**config.mk**
```make
export PLATFORM = sky130hd
export DESIGN_NAME = pipeline_hazard_ctrl
export DESIGN_NICKNAME = d
export VERILOG_FILES = /design/src/rtl/pipeline_hazard_ctrl.sv
export SDC_FILE = /design/constraint.sdc
export NUM_CORES = 1
export LEC_CHECK = 0
export BUFFER_PORTS_ARGS = -buffer_cell sky130_fd_sc_hd__buf_2
export CAP_MARGIN = 20
export CORE_ASPECT_RATIO = 2
export CORE_MARGIN = 4
export CORE_UTILIZATION = 48
export DETAILED_ROUTE_END_ITERATION = 7
export PLACE_DENSITY = 0.81
export SLEW_MARGIN = 20
export SYNTH_ARGS = -nofsm -noshare
export SYNTH_HDL_FRONTEND = slang
export SYNTH_SLANG_ARGS = --single-unit
```
**constraint.sdc**
```tcl
create_clock -name clk -period 2.2 [get_ports clk]
set_input_delay 0.22 -clock clk [delete_from_list [all_inputs] [get_ports clk]]
set_output_delay 0.22 -clock clk [all_outputs]
set_load 0.05 [all_outputs]
```
**src/rtl/pipeline_hazard_ctrl.sv**
```systemverilog
// rtl/pipeline_hazard_ctrl.sv - stall/flush sequencer for the 5-stage pipeline with perf counters
module pipeline_hazard_ctrl #(
  parameter int LU_BUBBLES = 1,
  parameter int CNT_W      = 32
) (
  input  logic             clk,
  input  logic             reset,
  input  logic [4:0]       id_Ra,
  input  logic [4:0]       id_Rb,
  input  logic             id_uses_Ra,
  input  logic             id_uses_Rb,
  input  logic             ex_MemRead,
  input  logic [4:0]       ex_Rw,
  input  logic             mem_br_taken,
  input  logic             dmem_busy,
  output logic             pc_en,
  output logic             pc_sel_branch,
  output logic             if_id_en,
  output logic             id_ex_en,
  output logic             ex_mem_en,
  output logic             mem_wb_en,
  output logic             if_id_flush,
  output logic             id_ex_flush,
  output logic             ex_mem_flush,
  output logic [CNT_W-1:0] stall_cycles,
  output logic [CNT_W-1:0] flush_events
);

  typedef enum logic [1:0] {RUN, LU_STALL, MEM_WAIT} state_t;

  localparam logic [2:0]       LU_INIT = 3'(LU_BUBBLES - 1);
  localparam logic [CNT_W-1:0] CNT_ONE = {{(CNT_W-1){1'b0}}, 1'b1};

  state_t     state, state_nxt, ret_state, ret_nxt, cur;
  logic [2:0] bubble_cnt, bubble_nxt;
  logic       hazard, stall_inc, flush_inc;

  always_comb begin
    // MEM_WAIT behaves as the state it froze, so a busy drop resumes in the same cycle
    cur = (state == MEM_WAIT) ? ret_state : state;
    hazard = ex_MemRead && (ex_Rw != 5'd31) &&
             ((id_uses_Ra && (id_Ra == ex_Rw)) || (id_uses_Rb && (id_Rb == ex_Rw)));

    pc_en         = 1'b0;
    pc_sel_branch = 1'b0;
    if_id_en      = 1'b0;
    id_ex_en      = 1'b0;
    ex_mem_en     = 1'b0;
    mem_wb_en     = 1'b0;
    if_id_flush   = 1'b0;
    id_ex_flush   = 1'b0;
    ex_mem_flush  = 1'b0;
    state_nxt     = state;
    ret_nxt       = ret_state;
    bubble_nxt    = bubble_cnt;
    stall_inc     = 1'b0;
    flush_inc     = 1'b0;

    if (!reset) begin
      state_nxt = RUN;
    end else if (dmem_busy) begin
      state_nxt = MEM_WAIT;
      ret_nxt   = cur;
      stall_inc = 1'b1;
    end else if (mem_br_taken) begin
      pc_en         = 1'b1;
      pc_sel_branch = 1'b1;
      if_id_en      = 1'b1;
      id_ex_en      = 1'b1;
      ex_mem_en     = 1'b1;
      mem_wb_en     = 1'b1;
      if_id_flush   = 1'b1;
      id_ex_flush   = 1'b1;
      ex_mem_flush  = 1'b1;
      state_nxt     = RUN;
      bubble_nxt    = 3'd0;
      flush_inc     = 1'b1;
    end else if ((cur == LU_STALL) || hazard) begin
      id_ex_en    = 1'b1;
      id_ex_flush = 1'b1;
      ex_mem_en   = 1'b1;
      mem_wb_en   = 1'b1;
      stall_inc   = 1'b1;
      if (cur == LU_STALL) begin
        bubble_nxt = bubble_cnt - 3'd1;
        state_nxt  = (bubble_cnt <= 3'd1) ? RUN : LU_STALL;
      end else if (LU_BUBBLES > 1) begin
        state_nxt  = LU_STALL;
        bubble_nxt = LU_INIT;
      end else begin
        state_nxt = RUN;
      end
    end else begin
      pc_en     = 1'b1;
      if_id_en  = 1'b1;
      id_ex_en  = 1'b1;
      ex_mem_en = 1'b1;
      mem_wb_en = 1'b1;
      state_nxt = RUN;
    end
  end

  always_ff @(posedge clk) begin
    if (!reset) begin
      state        <= RUN;
      ret_state    <= RUN;
      bubble_cnt   <= 3'd0;
      stall_cycles <= '0;
      flush_events <= '0;
    end else begin
      state      <= state_nxt;
      ret_state  <= ret_nxt;
      bubble_cnt <= bubble_nxt;
      if (stall_inc && (stall_cycles != '1)) stall_cycles <= stall_cycles + CNT_ONE;
      if (flush_inc && (flush_events != '1)) flush_events <= flush_events + CNT_ONE;
    end
  end

endmodule
```
* Yosys cells after proc, flatten, opt, wreduce, memory -nomap -nowiden *
Index checks and enable logic that the tools add are counted.
W data, S select, Z words.

storage, ports and cells
  flip-flop bits (word level) = 71
  output and inout port bits = 73

operators by class
  add/subtract/negate cells = 3
  magnitude comparators = 1
  reductions and logical operators = 12
  bitwise operators = 4
  mux-type cells = 25
  equal/unequal tests = 7

operators with widths
  kind                     count
  $add A32 B1 Y32 const B  2
  $ne A32 B32 Y1 const B   2
  $mux W1                  18
  $eq A5 B5 Y1             2
  $mux W3                  3
  $mux W2                  4
  $logic_and A1 B1 Y1      6
  $ne A5 B5 Y1 const B     1
  $reduce_or A5 Y1         1
  $not A1 Y1               4
  $reduce_bool A2 Y1       2
  $le A3 B1 Y1 const B     1
  $reduce_and A3 Y1        1
  $sub A3 B1 Y3 const B    1
  $eq A2 B1 Y1 const B     1
  $eq A2 B2 Y1 const B     1
  $logic_or A1 B1 Y1       2

* Longest topological paths before layout *
Gate-level depths: netlist (run 1).

  depth after elaboration = 10
  gate-level depth with buffers = 10
  mapped depth without buffers = 7

* Least setup slack after synthesis (run 1) *
OpenSTA, ideal clock, no wires.

  path kind = register to register
  start point = register stall_cycles[10]
  end point = register stall_cycles[31]
  setup slack = -0.435 ns
  required time = 2.130 ns
  data arrival time = 2.565 ns
  cell stages (with the launch flop) = 8
  path through = dfxtp_1 > nand4_1 > nor4_4 > nand2b_2 > buf_6 > or4_4 > or4_1 > a21oi_1

between the ends
  cells in the longest elaborated chain, start to end = 2
  elaborated cells between the ends (all ways) = 3
  classes of those cells = add/sub (1); eq/ne (1); reduce/logical (1)

RTL lines
  what                                                                     line  text
  from (decl)                                                              25    output logic [CNT_W-1:0] stall_cycles,
  from (signal assigned)                                                   114   if (stall_inc && (stall_cycles != '1)) stall_cycles <= stall_cycles + CNT_ONE;
  parallel branches: the longest is 2 deep, another holds $add A32 B1 Y32  --

Parallel ways; which one is timed is not known.
A chain may end at the register's enable or synchronous reset.

* Worst setup path after layout (run 1) *
  start point = register stall_cycles[14]
  end point = register stall_cycles[30]

The elaborated chain is that of the path after synthesis.

==> impl_metrics.env, run 1 <==
export IMPL_overflow=0
export IMPL_clk_pin_slew_ns=0.06
export IMPL_max_cap_violations=0
export IMPL_ant_nets=0
export IMPL_routedWlPerCell_um=15.93
export IMPL_final_seq_area_mm2=0.001518
export IMPL_syn_cell_area_mm2=0.003802
export IMPL_synthSimpleGateAreaFrac_pct=33.04
export IMPL_ir_drop_mv=0.5357
export IMPL_synth_adder_area_share_pct=0.9872
export IMPL_endpoint_kind="register"
export IMPL_grt_pass1_vias=3857
export IMPL_synth_edff_count=0
export IMPL_cp_slowest_stage_delay_ns=0.54
export IMPL_multi_input_area_mm2=0.002210
export IMPL_die_y_um=133.9
export IMPL_finalClockSkew_ns=0.004235
export IMPL_cp_arrival_ns=2.37
export IMPL_crit_path_top_delay_cell="or4_1"
export IMPL_route_detailed_drc=0
export IMPL_antenna_cells=0
export IMPL_timing_hold_ws_ns=0.2148
export IMPL_fmax_mhz=474.6
export IMPL_insertion_delay_ns=0.33
export IMPL_synthDistinctLibCells=46
export IMPL_port_buffer_count=94
export IMPL_regToRegSetupSlack_ns=0.09
export IMPL_grt_max_degree=62
export IMPL_synth_ff_type="dfxtp_1"
export IMPL_stdcell_area_mm2=0.004890
export IMPL_synthCells=472
export IMPL_post_cts_buffers=0
export IMPL_use_met2_pct=43.07
export IMPL_status="finished, final reports clean"
export IMPL_synth_avg_cell_area_um2=8.056
export IMPL_cts_buffers=9
export IMPL_track_usage_pct=22.62
export IMPL_worstReg2RegStart="stall_cycles[14]$_SDFFE_PN0P_"
export IMPL_gp_congestion=0.8627
export IMPL_synth_mux_area_share_pct=1.579
export IMPL_period_share_pct=95.78
export IMPL_holdCritStartpoint="mem_br_taken"
export IMPL_dieArea_mm2=0.009496
export IMPL_p_leak_nw=1.928
export IMPL_synth_seq_cells=71
export IMPL_crit_start="stall_cycles[14]$_SDFFE_PN0P_"
export IMPL_initial_utilization_pct=49.66
export IMPL_cts_sinks=71
export IMPL_place_hpwl_um=7682
export IMPL_die_w_um=70.94
export IMPL_synth_nets=497
export IMPL_fillers=677
export IMPL_final_hold_violation_count=0
export IMPL_start_kind="register"
export IMPL_mostFrequentLayoutCells="buf_2 (94), nand2_1 (42), nor2_1 (41)"
export IMPL_cts_path_max_buffers=2
export IMPL_ios=95
export IMPL_via_per_inst=5.971
export IMPL_path_cells="nand4_1 -> nor4_4 -> nand2b_4 -> or4_1 -> or3_1 -> a21oi_1"
export IMPL_final_setup_viol_count=0
export IMPL_critPathKind="register to register"
export IMPL_yosysSeqAreaShare_pct=37.38
export IMPL_grtUsageMet3_pct=4.201
export IMPL_cts_tree="done"
export IMPL_syn_to_final_growth_pct=28.59
export IMPL_synth_top_family_by_area="simple AND/OR/NAND/NOR gates"
export IMPL_met1_usage_pct=22.31
export IMPL_drt_iter0_drc=274
export IMPL_antenna_found_initial=0
export IMPL_rows=45
export IMPL_async_flop_share_pct=0
export IMPL_worst_ep_required_time_ns=2.46
export IMPL_grt_pass1_wl_um=17490
export IMPL_core_area_mm2=0.007657
export IMPL_synth_xor_area_share_pct=7.601
export IMPL_final_util_pct=63.86
export IMPL_final_common_cell="buf_2"
export IMPL_h_tree_depth=3
export IMPL_synth_compound_area_share_pct=13.95
export IMPL_firstDrtPassIters=5
export IMPL_postPlaceCellArea_mm2=0.004548
export IMPL_maxSlewViolCount=0
export IMPL_nNetsFinal=592
export IMPL_root_buffer="clkbuf_16"
export IMPL_num_vias=3977
export IMPL_powerDensity_mw_per_mm2=628.6
export IMPL_routed_wl_um=10610
export IMPL_hold_path_class="input pin to register"
export IMPL_worstMarginPinSlew_ns=0.5792
export IMPL_cp_max_fo=7
export IMPL_relSlewSlack_pct=61.35
export IMPL_drive_gt1_share_pct=32.69
export IMPL_top_usage_layer="met2"
export IMPL_finalCriticalPeriod_ns=2.107
export IMPL_ys_warn_count=0
[state kept, by name (all words and copies together), names as in the netlist]
| register | count |
|---|---|
| flush_events | 32 |
| stall_cycles | 32 |
| bubble_cnt | 3 |
| ret_state | 2 |
| state | 2 |
[logic make-up (layout without fill, tap and decap cells)]
kind of cell | after synthesis | after routing
and+or+nand+nor | 226 | 226
buffers and inverters | 47 | 147
AOI/OAI and AO/OA | 86 | 86
adders and majority gates | 3 | 3
muxes | 6 | 6
xor gates and xnor gates | 33 | 33
DFF | 71 | 71
[critical path, delay by kind of cell (launching register included)]
kind            cells  cell delay [ns]
simple gates        5             1.51
compound gates      1             0.14
flops               1             0.37
[what timing repair did]
item / 4_1_cts / 5_1_grt
setup endpoints to repair: 0 / 25
gates resized for setup: 0 / 4
hold buffers: 0 / 0
[report_power, final]
| group | internal (W) | switching [W] |
|---|---|---|
| clock network | 0.00105 | 0.000547 |
| logic | 0.0000619 | 0.000133 |
| registers | 0.00127 | 0.00000752 |
| total | 0.00239 | 0.000687 |
[through the flow]
stage	total power [W]	instances	setup WS, ns	setup TNS, ns
final	0.003074	666	0.09281	0
after global routing	0.003166	666	-0.01040	-0.01040
after CTS	0.003095	666	0.01342	0
after detailed placement	0.001501	650	0.07692	0
after global placement	0.001497	650	0.1671	0
after floorplan	0.001438	472	-0.02591	-0.03452
[area by class of cell]
type / count / share of cell area [%]
timing repair buffer: 115 / 13.36
sequential: 71 / 31.04
clock inverter: 5 / 1.612
tap: 94 / 2.405
multi-input combinational: 354 / 45.19
inverter: 16 / 1.228
clock buffer: 11 / 5.169
[metal layers]
layer,wire length (µm),vias up
met2,6063,129
met4,329,0
met1,3715,1902
met3,499,33
li1,-,1913
met5,0,-
[cells in the mapped netlist (2+ instances only)]
master,count,area (µm²)
a21oi_1,35,175.2
and2_1,10,62.56
and3_1,9,56.30
and3_2,2,15.01
and4_1,5,43.79
buf_2,4,20.02
buf_4,5,37.54
clkbuf_1,21,78.83
dfxtp_1,71,1421
ha_1,3,37.54
inv_1,16,60.06
mux2i_1,6,60.06
nand2_1,42,157.7
nand2b_1,8,50.05
nand3_1,22,110.1
nand4_1,27,168.9
nand4b_1,2,17.52
nor2_1,41,153.9
nor3_1,6,30.03
nor4_1,10,62.56
o21a_1,4,30.03
o21ai_0,16,80.08
o31a_1,2,17.52
o31ai_1,20,150.1
or3_1,12,75.07
or4_1,22,165.2
xnor2_1,23,201.4
xor2_1,10,87.58
[path summary, 6_finish.rpt]
path                                                       to  depth (start not counted)
worst max-delay path            stall_cycles[30]$_SDFFE_PN0P_                          6
worst min-delay path                      state[0]$_SDFF_PP0_                          2
worst max register to register  stall_cycles[30]$_SDFFE_PN0P_                          6
worst min register to register  stall_cycles[28]$_SDFFE_PN0P_                          2
(Power assumes the default switching activity.)
==> run 2: changes to the inputs <==
Settings changed: CORE_UTILIZATION 48 to 55, PLACE_DENSITY 0.81 to 0.87.
Clock period 2.2 ns to 2.5 ns, I/O delays scaled along.
==> impl_metrics.env, run 2 (same netlist as run 1, synthesis figures left out) <==
export IMPL_endpoint_kind="register"
export IMPL_track_usage_pct=25.67
export IMPL_routed_wl_um=10270
export IMPL_antenna_cells=0
export IMPL_root_buffer="clkbuf_16"
export IMPL_initial_utilization_pct=56.97
export IMPL_final_seq_area_mm2=0.001431
export IMPL_post_cts_buffers=0
export IMPL_rows=42
export IMPL_relSlewSlack_pct=52.50
export IMPL_clk_pin_slew_ns=0.06
export IMPL_dieArea_mm2=0.008388
export IMPL_antenna_found_initial=0
export IMPL_maxSlewViolCount=0
export IMPL_ctsHoldBuffers=0
export IMPL_overflow=0
export IMPL_hold_path_endpoint="state[0]$_SDFF_PP0_"
export IMPL_start_kind="register"
export IMPL_cts_buffers=9
export IMPL_hold_path_class="input pin to register"
export IMPL_largestRegisters="flush_events: 32 flops, stall_cycles: 32 flops, bubble_cnt: 3 flops"
export IMPL_num_vias=3869
export IMPL_place_hpwl_um=7482
export IMPL_drt_iter0_drc=290
export IMPL_grt_max_degree=62
export IMPL_ios=95
export IMPL_route_detailed_drc=0
export IMPL_nNetsFinal=582
export IMPL_holdCritStartpoint="mem_br_taken"
export IMPL_grt_pass1_vias=3736
export IMPL_core_area_mm2=0.006674
export IMPL_critPathKind="register to register"
export IMPL_grt_pass1_wl_um=17170
export IMPL_worst_ep_required_time_ns=2.76
export IMPL_mostFrequentLayoutCells="buf_2 (94), dfxtp_1 (63), nand2_1 (42)"
export IMPL_fmax_mhz=416.4
export IMPL_cts_path_max_buffers=2
export IMPL_worstMarginPinSlew_ns=0.7050
export IMPL_ctsResizeCount=0
export IMPL_cts_sinks=71
export IMPL_final_cells=650
export IMPL_via_per_inst=5.952
export IMPL_hold_depth=2
export IMPL_p_leak_nw=1.843
export IMPL_rsz0062_at_grt="no"
export IMPL_r2r_end="stall_cycles[31]$_SDFFE_PN0P_"
export IMPL_h_tree_depth=3
export IMPL_finalClockSkew_ns=0.002840
export IMPL_gp_congestion=0.9251
export IMPL_final_common_cell="buf_2"
export IMPL_cp_max_fo=10
export IMPL_max_cap_violations=0
export IMPL_ir_drop_mv=0.4185
export IMPL_period_share_pct=96.06
export IMPL_fillers=560
export IMPL_status="finished, final reports clean"
export IMPL_worstReg2RegStart="stall_cycles[12]$_SDFFE_PN0P_"
export IMPL_powerDensity_mw_per_mm2=593.0
export IMPL_cts_tree="done"
export IMPL_ant_nets=0
export IMPL_syn_to_final_growth_pct=23.72
export IMPL_finalCriticalPeriod_ns=2.402
export IMPL_finalSetupTns_ns=0
export IMPL_firstDrtPassIters=5
export IMPL_cp_arrival_ns=2.66
export IMPL_insertion_delay_ns=0.33
export IMPL_port_buffer_count=94
export IMPL_fin_total_pwr_w=0.002790
export IMPL_multi_input_area_mm2=0.002191
export IMPL_regToRegSetupSlack_ns=0.1
export IMPL_die_w_um=66.80
export IMPL_place_inst=634
export IMPL_drive_gt1_share_pct=24.38
export IMPL_fin_ws_ns=0.09850
export IMPL_final_setup_viol_count=0
export IMPL_r2r_cells=6
export IMPL_pre_cts_slack_ns=0.1528
export IMPL_die_y_um=125.6
export IMPL_routedWlPerCell_um=15.80
export IMPL_final_hold_violation_count=0
-- run 2: cell count changes in the layout (fill, tap and decap cells not counted), moves of 9 or more --
cell | previous run | this run
buf_4 | 19 | 10
dfxtp_1 | 26 | 63
dfxtp_2 | 29 | 8
dfxtp_4 | 16 | 0
-- run 2: worst max path at each step --
stage                                                to  cells past startpoint                     startpoint
final                     stall_cycles[31]$_SDFFE_PN0P_                      6  stall_cycles[12]$_SDFFE_PN0P_
after global routing      stall_cycles[31]$_SDFFE_PN0P_                      6  stall_cycles[11]$_SDFFE_PN0P_
after CTS                 stall_cycles[31]$_SDFFE_PN0P_                      6  stall_cycles[12]$_SDFFE_PN0P_
after detailed placement  stall_cycles[31]$_SDFFE_PN0P_                      6  stall_cycles[12]$_SDFFE_PN0P_
after global placement    stall_cycles[31]$_SDFFE_PN0P_                      6  stall_cycles[12]$_SDFFE_PN0P_
after floorplan           stall_cycles[31]$_SDFFE_PN0P_                      7  stall_cycles[14]$_SDFFE_PN0P_
-- run 2: layout make-up --
class	count	share of cell area [%]
sequential	71	30.43
multi-input combinational	354	46.57
clock inverter	5	2.207
inverter	16	1.277
timing repair buffer	105	12.02
tap	88	2.340
clock buffer	11	5.160
-- run 2: power breakdown --
group / switching, W / internal [W]
Sequential: 0.00000605 / 0.00114
Clock: 0.000477 / 0.00100
Combinational: 0.000114 / 0.0000525
Total: 0.000597 / 0.00219
-- run 2: stage by stage --
stage | hold slack [ns] | area [µm²] | utilization [%]
global route | 0.2265 | 4705 | 70.49
detailed placement | 0.4692 | 4358 | 65.30
floorplan | 0.3999 | 3812 | -
finish | 0.2182 | 4705 | 70.49
CTS | 0.2102 | 4705 | 70.49
global placement | 0.4543 | 4358 | 65.30
-- run 2: layer usage --
| layer | track usage [%] | routed length [µm] | part of all wire [%] | up-vias |
|---|---|---|---|---|
| li1 | - | - | - | 1884 |
| met1 | 27.34 | 3800 | 37 | 1826 |
| met2 | 45.55 | 5613 | 55 | 131 |
| met3 | 5.296 | 490 | 4.8 | 28 |
| met4 | 13.29 | 367 | 3.6 | 0 |
| met5 | 0 | 0 | 0 | - |
-- run 2: critical path, stage by stage, from the launching register on --
cell	delay (ns)
dfxtp_2	0.35
nand4_1	0.23
nor4_4	0.42
nand2b_2	0.20
or4_4	0.54
or4_1	0.42
a21oi_1	0.16
==> run 3: changes to the inputs <==
Settings changed: ABC_AREA set to 1, PLACE_DENSITY 0.87 to 0.85.
==> impl_metrics.env, run 3 <==
export IMPL_powerDensity_mw_per_mm2=544.4
export IMPL_cts_buffers=9
export IMPL_synthCells=776
export IMPL_yosys_area_top_type="dfxtp_1"
export IMPL_regToRegSetupSlack_ns=0.26
export IMPL_cp_arrival_ns=2.45
export IMPL_grt_max_degree=47
export IMPL_hold_path_endpoint="state[0]$_SDFF_PP0_"
export IMPL_crit_path_top_delay_cell="dfxtp_1"
export IMPL_synth_common_cells="nand2_1 (272), nor2_1 (113), inv_1 (92)"
export IMPL_final_setup_viol_count=0
export IMPL_cts_sinks=71
export IMPL_relSlewSlack_pct=65.03
export IMPL_dieArea_mm2=0.01023
export IMPL_synth_top_area_share_pct=30.08
export IMPL_status="finished, final reports clean"
export IMPL_ios=95
export IMPL_p_leak_nw=2.636
export IMPL_drive_gt1_share_pct=17.95
export IMPL_maxSlewViolCount=0
export IMPL_final_common_cell="nand2_1"
export IMPL_synth_seq_cells=71
export IMPL_r2r_end="flush_events[0]$_SDFFE_PN0P_"
export IMPL_finalSetupTns_ns=0
export IMPL_route_detailed_drc=0
export IMPL_path_cells="ha_1 -> nand2_1 -> nor2_2 -> nand2_1 -> nor2_2 -> nand2_1 -> nand2_2 -> inv_2 -> o21ai_0 -> a21oi_1"
export IMPL_worst_ep_required_time_ns=2.71
export IMPL_routedWlPerCell_um=14.14
export IMPL_die_w_um=73.55
export IMPL_postPlaceCellArea_mm2=0.005248
export IMPL_grt_pass1_wl_um=22250
export IMPL_ys_top_cells_by_area="dfxtp_1 (30%), nand2_1 (22%), nor2_1 (9.0%)"
export IMPL_core_area_mm2=0.008351
export IMPL_overflow=0
export IMPL_cts_tree="done"
export IMPL_stdcell_area_mm2=0.005549
export IMPL_finalCriticalPeriod_ns=2.237
export IMPL_place_hpwl_um=10220
export IMPL_h_tree_depth=3
export IMPL_worstReg2RegStart="flush_events[0]$_SDFFE_PN0P_"
export IMPL_gp_congestion=1.006
export IMPL_ant_nets=0
export IMPL_synth_mux_area_share_pct=0
export IMPL_antenna_found_initial=0
export IMPL_nNetsFinal=891
export IMPL_syn_to_final_growth_pct=17.42
export IMPL_seqPwrFrac_pct=40.4
export IMPL_via_per_inst=5.345
export IMPL_syn_cell_area_mm2=0.004726
export IMPL_antenna_cells=0
export IMPL_mostFrequentLayoutCells="nand2_1 (272), nor2_1 (113), buf_2 (94)"
export IMPL_power_switching_share_pct=28.78
export IMPL_period_share_pct=89.47
export IMPL_crit_path_frequent_cell="nand2_1"
export IMPL_yosysSeqAreaShare_pct=30.08
export IMPL_power_switching_w=0.0008693
export IMPL_ir_drop_mv=0.5158
export IMPL_intPower_w=0.002152
export IMPL_worstMarginPinSlew_ns=0.5237
export IMPL_critPathKind="register to register"
export IMPL_fin_total_pwr_w=0.003021
export IMPL_ctsHoldBuffers=0
export IMPL_drt_iter0_drc=292
export IMPL_firstDrtPassIters=7
export IMPL_synthSimpleGateAreaFrac_pct=44.37
export IMPL_finalClockSkew_ns=0.005963
export IMPL_routed_wl_um=13680
export IMPL_synth_most_common_cell="nand2_1"
export IMPL_synth_xor_area_share_pct=8.340
export IMPL_largestRegisters="flush_events: 32 flops, stall_cycles: 32 flops, bubble_cnt: 3 flops"
export IMPL_track_usage_pct=27.54
export IMPL_synth_top_family_by_area="simple AND/OR/NAND/NOR gates"
export IMPL_synth_adder_area_share_pct=0.7943
export IMPL_initial_utilization_pct=56.59
export IMPL_endpoint_kind="register"
export IMPL_hold_path_class="input pin to register"
export IMPL_synth_ff_type="dfxtp_1"
export IMPL_async_flop_share_pct=0
export IMPL_hold_depth=2
export IMPL_synth_nets=801
export IMPL_cp_max_fo=29
export IMPL_cts_path_max_buffers=2
export IMPL_post_cts_buffers=0
export IMPL_crit_start="flush_events[0]$_SDFFE_PN0P_"
export IMPL_cp_slowest_stage_delay_ns=0.38
export IMPL_p_comb_share_pct=15.0
export IMPL_grt_pass1_vias=4840
export IMPL_num_vias=5169
export IMPL_rows=47
export IMPL_synth_edff_count=0
export IMPL_final_hold_violation_count=0
export IMPL_ctsResizeCount=0
export IMPL_ys_warn_count=0
export IMPL_pwr_share_clk_pct=44.6
export IMPL_holdCritStartpoint="dmem_busy"
export IMPL_max_cap_violations=0
export IMPL_synth_compound_area_share_pct=5.110
export IMPL_fmax_mhz=447.1
export IMPL_synth_avg_cell_area_um2=6.090
export IMPL_clk_pin_slew_ns=0.06
export IMPL_port_buffer_count=94
export IMPL_root_buffer="clkbuf_16"
export IMPL_die_y_um=139.1
export IMPL_insertion_delay_ns=0.34
export IMPL_synthDistinctLibCells=31
export IMPL_r2r_cells=10
export IMPL_rsz0062_at_grt="no"
export IMPL_start_kind="register"
==> run 3: cell types whose count changed after synthesis, moves of 9 or more <==
cell / delta
xor2_1: +27
nand2_1: +230
xnor2_1: -15
nor2_1: +72
or4_1: -22
o31ai_1: -20
and2_1: -10
clkbuf_1: -13
or3_1: -12
nand3_1: +9
and3_1: -9
nor2_2: +22
inv_1: +76
==> run 3: worst max-delay path by stage <==
stage | to | slack, ns | depth (start not counted)
3_5_place_dp | flush_events[0]$_SDFFE_PN0P_ | 0.32 | 10
4_1_cts | flush_events[0]$_SDFFE_PN0P_ | 0.30 | 10
3_3_place_gp | flush_events[0]$_SDFFE_PN0P_ | 0.39 | 10
2_1_floorplan | pc_en | 0.09 | 7
6_report | flush_events[0]$_SDFFE_PN0P_ | 0.26 | 10
5_1_grt | flush_events[0]$_SDFFE_PN0P_ | 0.02 | 10
==> run 3: final cells by class <==
type,count,area [µm²]
fillers,834,2801
repair buffers,107,580.6
flip-flops and latches,71,1421
well taps,98,122.6
multi-input cells,583,2770
clock inverters,4,72.57
inverters,94,352.8
clock buffers,10,229.0
==> run 3: worst max-delay path: cells and delay by family, from the launching register on <==
kind | cells | cell delay, ns
compound gates | 2 | 0.31
fa+ha+maj | 1 | 0.22
buf+inv | 1 | 0.29
flops | 1 | 0.38
simple gates | 6 | 0.90
==> run 3: cell families (layout without fill, tap and decap cells) <==
kind of cell | count (synthesis) | count (layout)
AO/OA/AOI/OAI | 46 | 46
XOR/XNOR | 45 | 45
adder cells (fa/ha/maj) | 3 | 3
buffers and inverters | 122 | 215
flip-flops | 71 | 71
AND/OR/NAND/NOR | 489 | 489
==> run 3: power by group through the flow <==
stage                     clock network (W)  logic (W)  registers [W]
after floorplan                           0   0.000236        0.00135
after global placement                    0   0.000446        0.00124
after CTS                           0.00136   0.000456        0.00122
after detailed placement                  0   0.000453        0.00124
after global routing                0.00142   0.000500        0.00123
final                               0.00135   0.000453        0.00122
==> run 3: metrics by stage <==
stage,setup WS (ns),utilization [%],instances,hold slack (ns)
after CTS,0.3004,66.45,967,0.1466
after global placement,0.3929,62.84,953,0.4440
final,0.2633,66.45,967,0.1516
after floorplan,0.08609,-,776,0.3283
after detailed placement,0.3232,62.84,953,0.4571
after global routing,0.02297,66.45,967,0.1444
==> run 3: routing by layer <==
layer	GRT usage (%)	up-vias	wire length (µm)
met5	0	-	0
met4	16.81	0	822
met3	4.354	68	698
met2	50.70	193	7522
met1	27.05	2335	4632
li1	-	2573	-
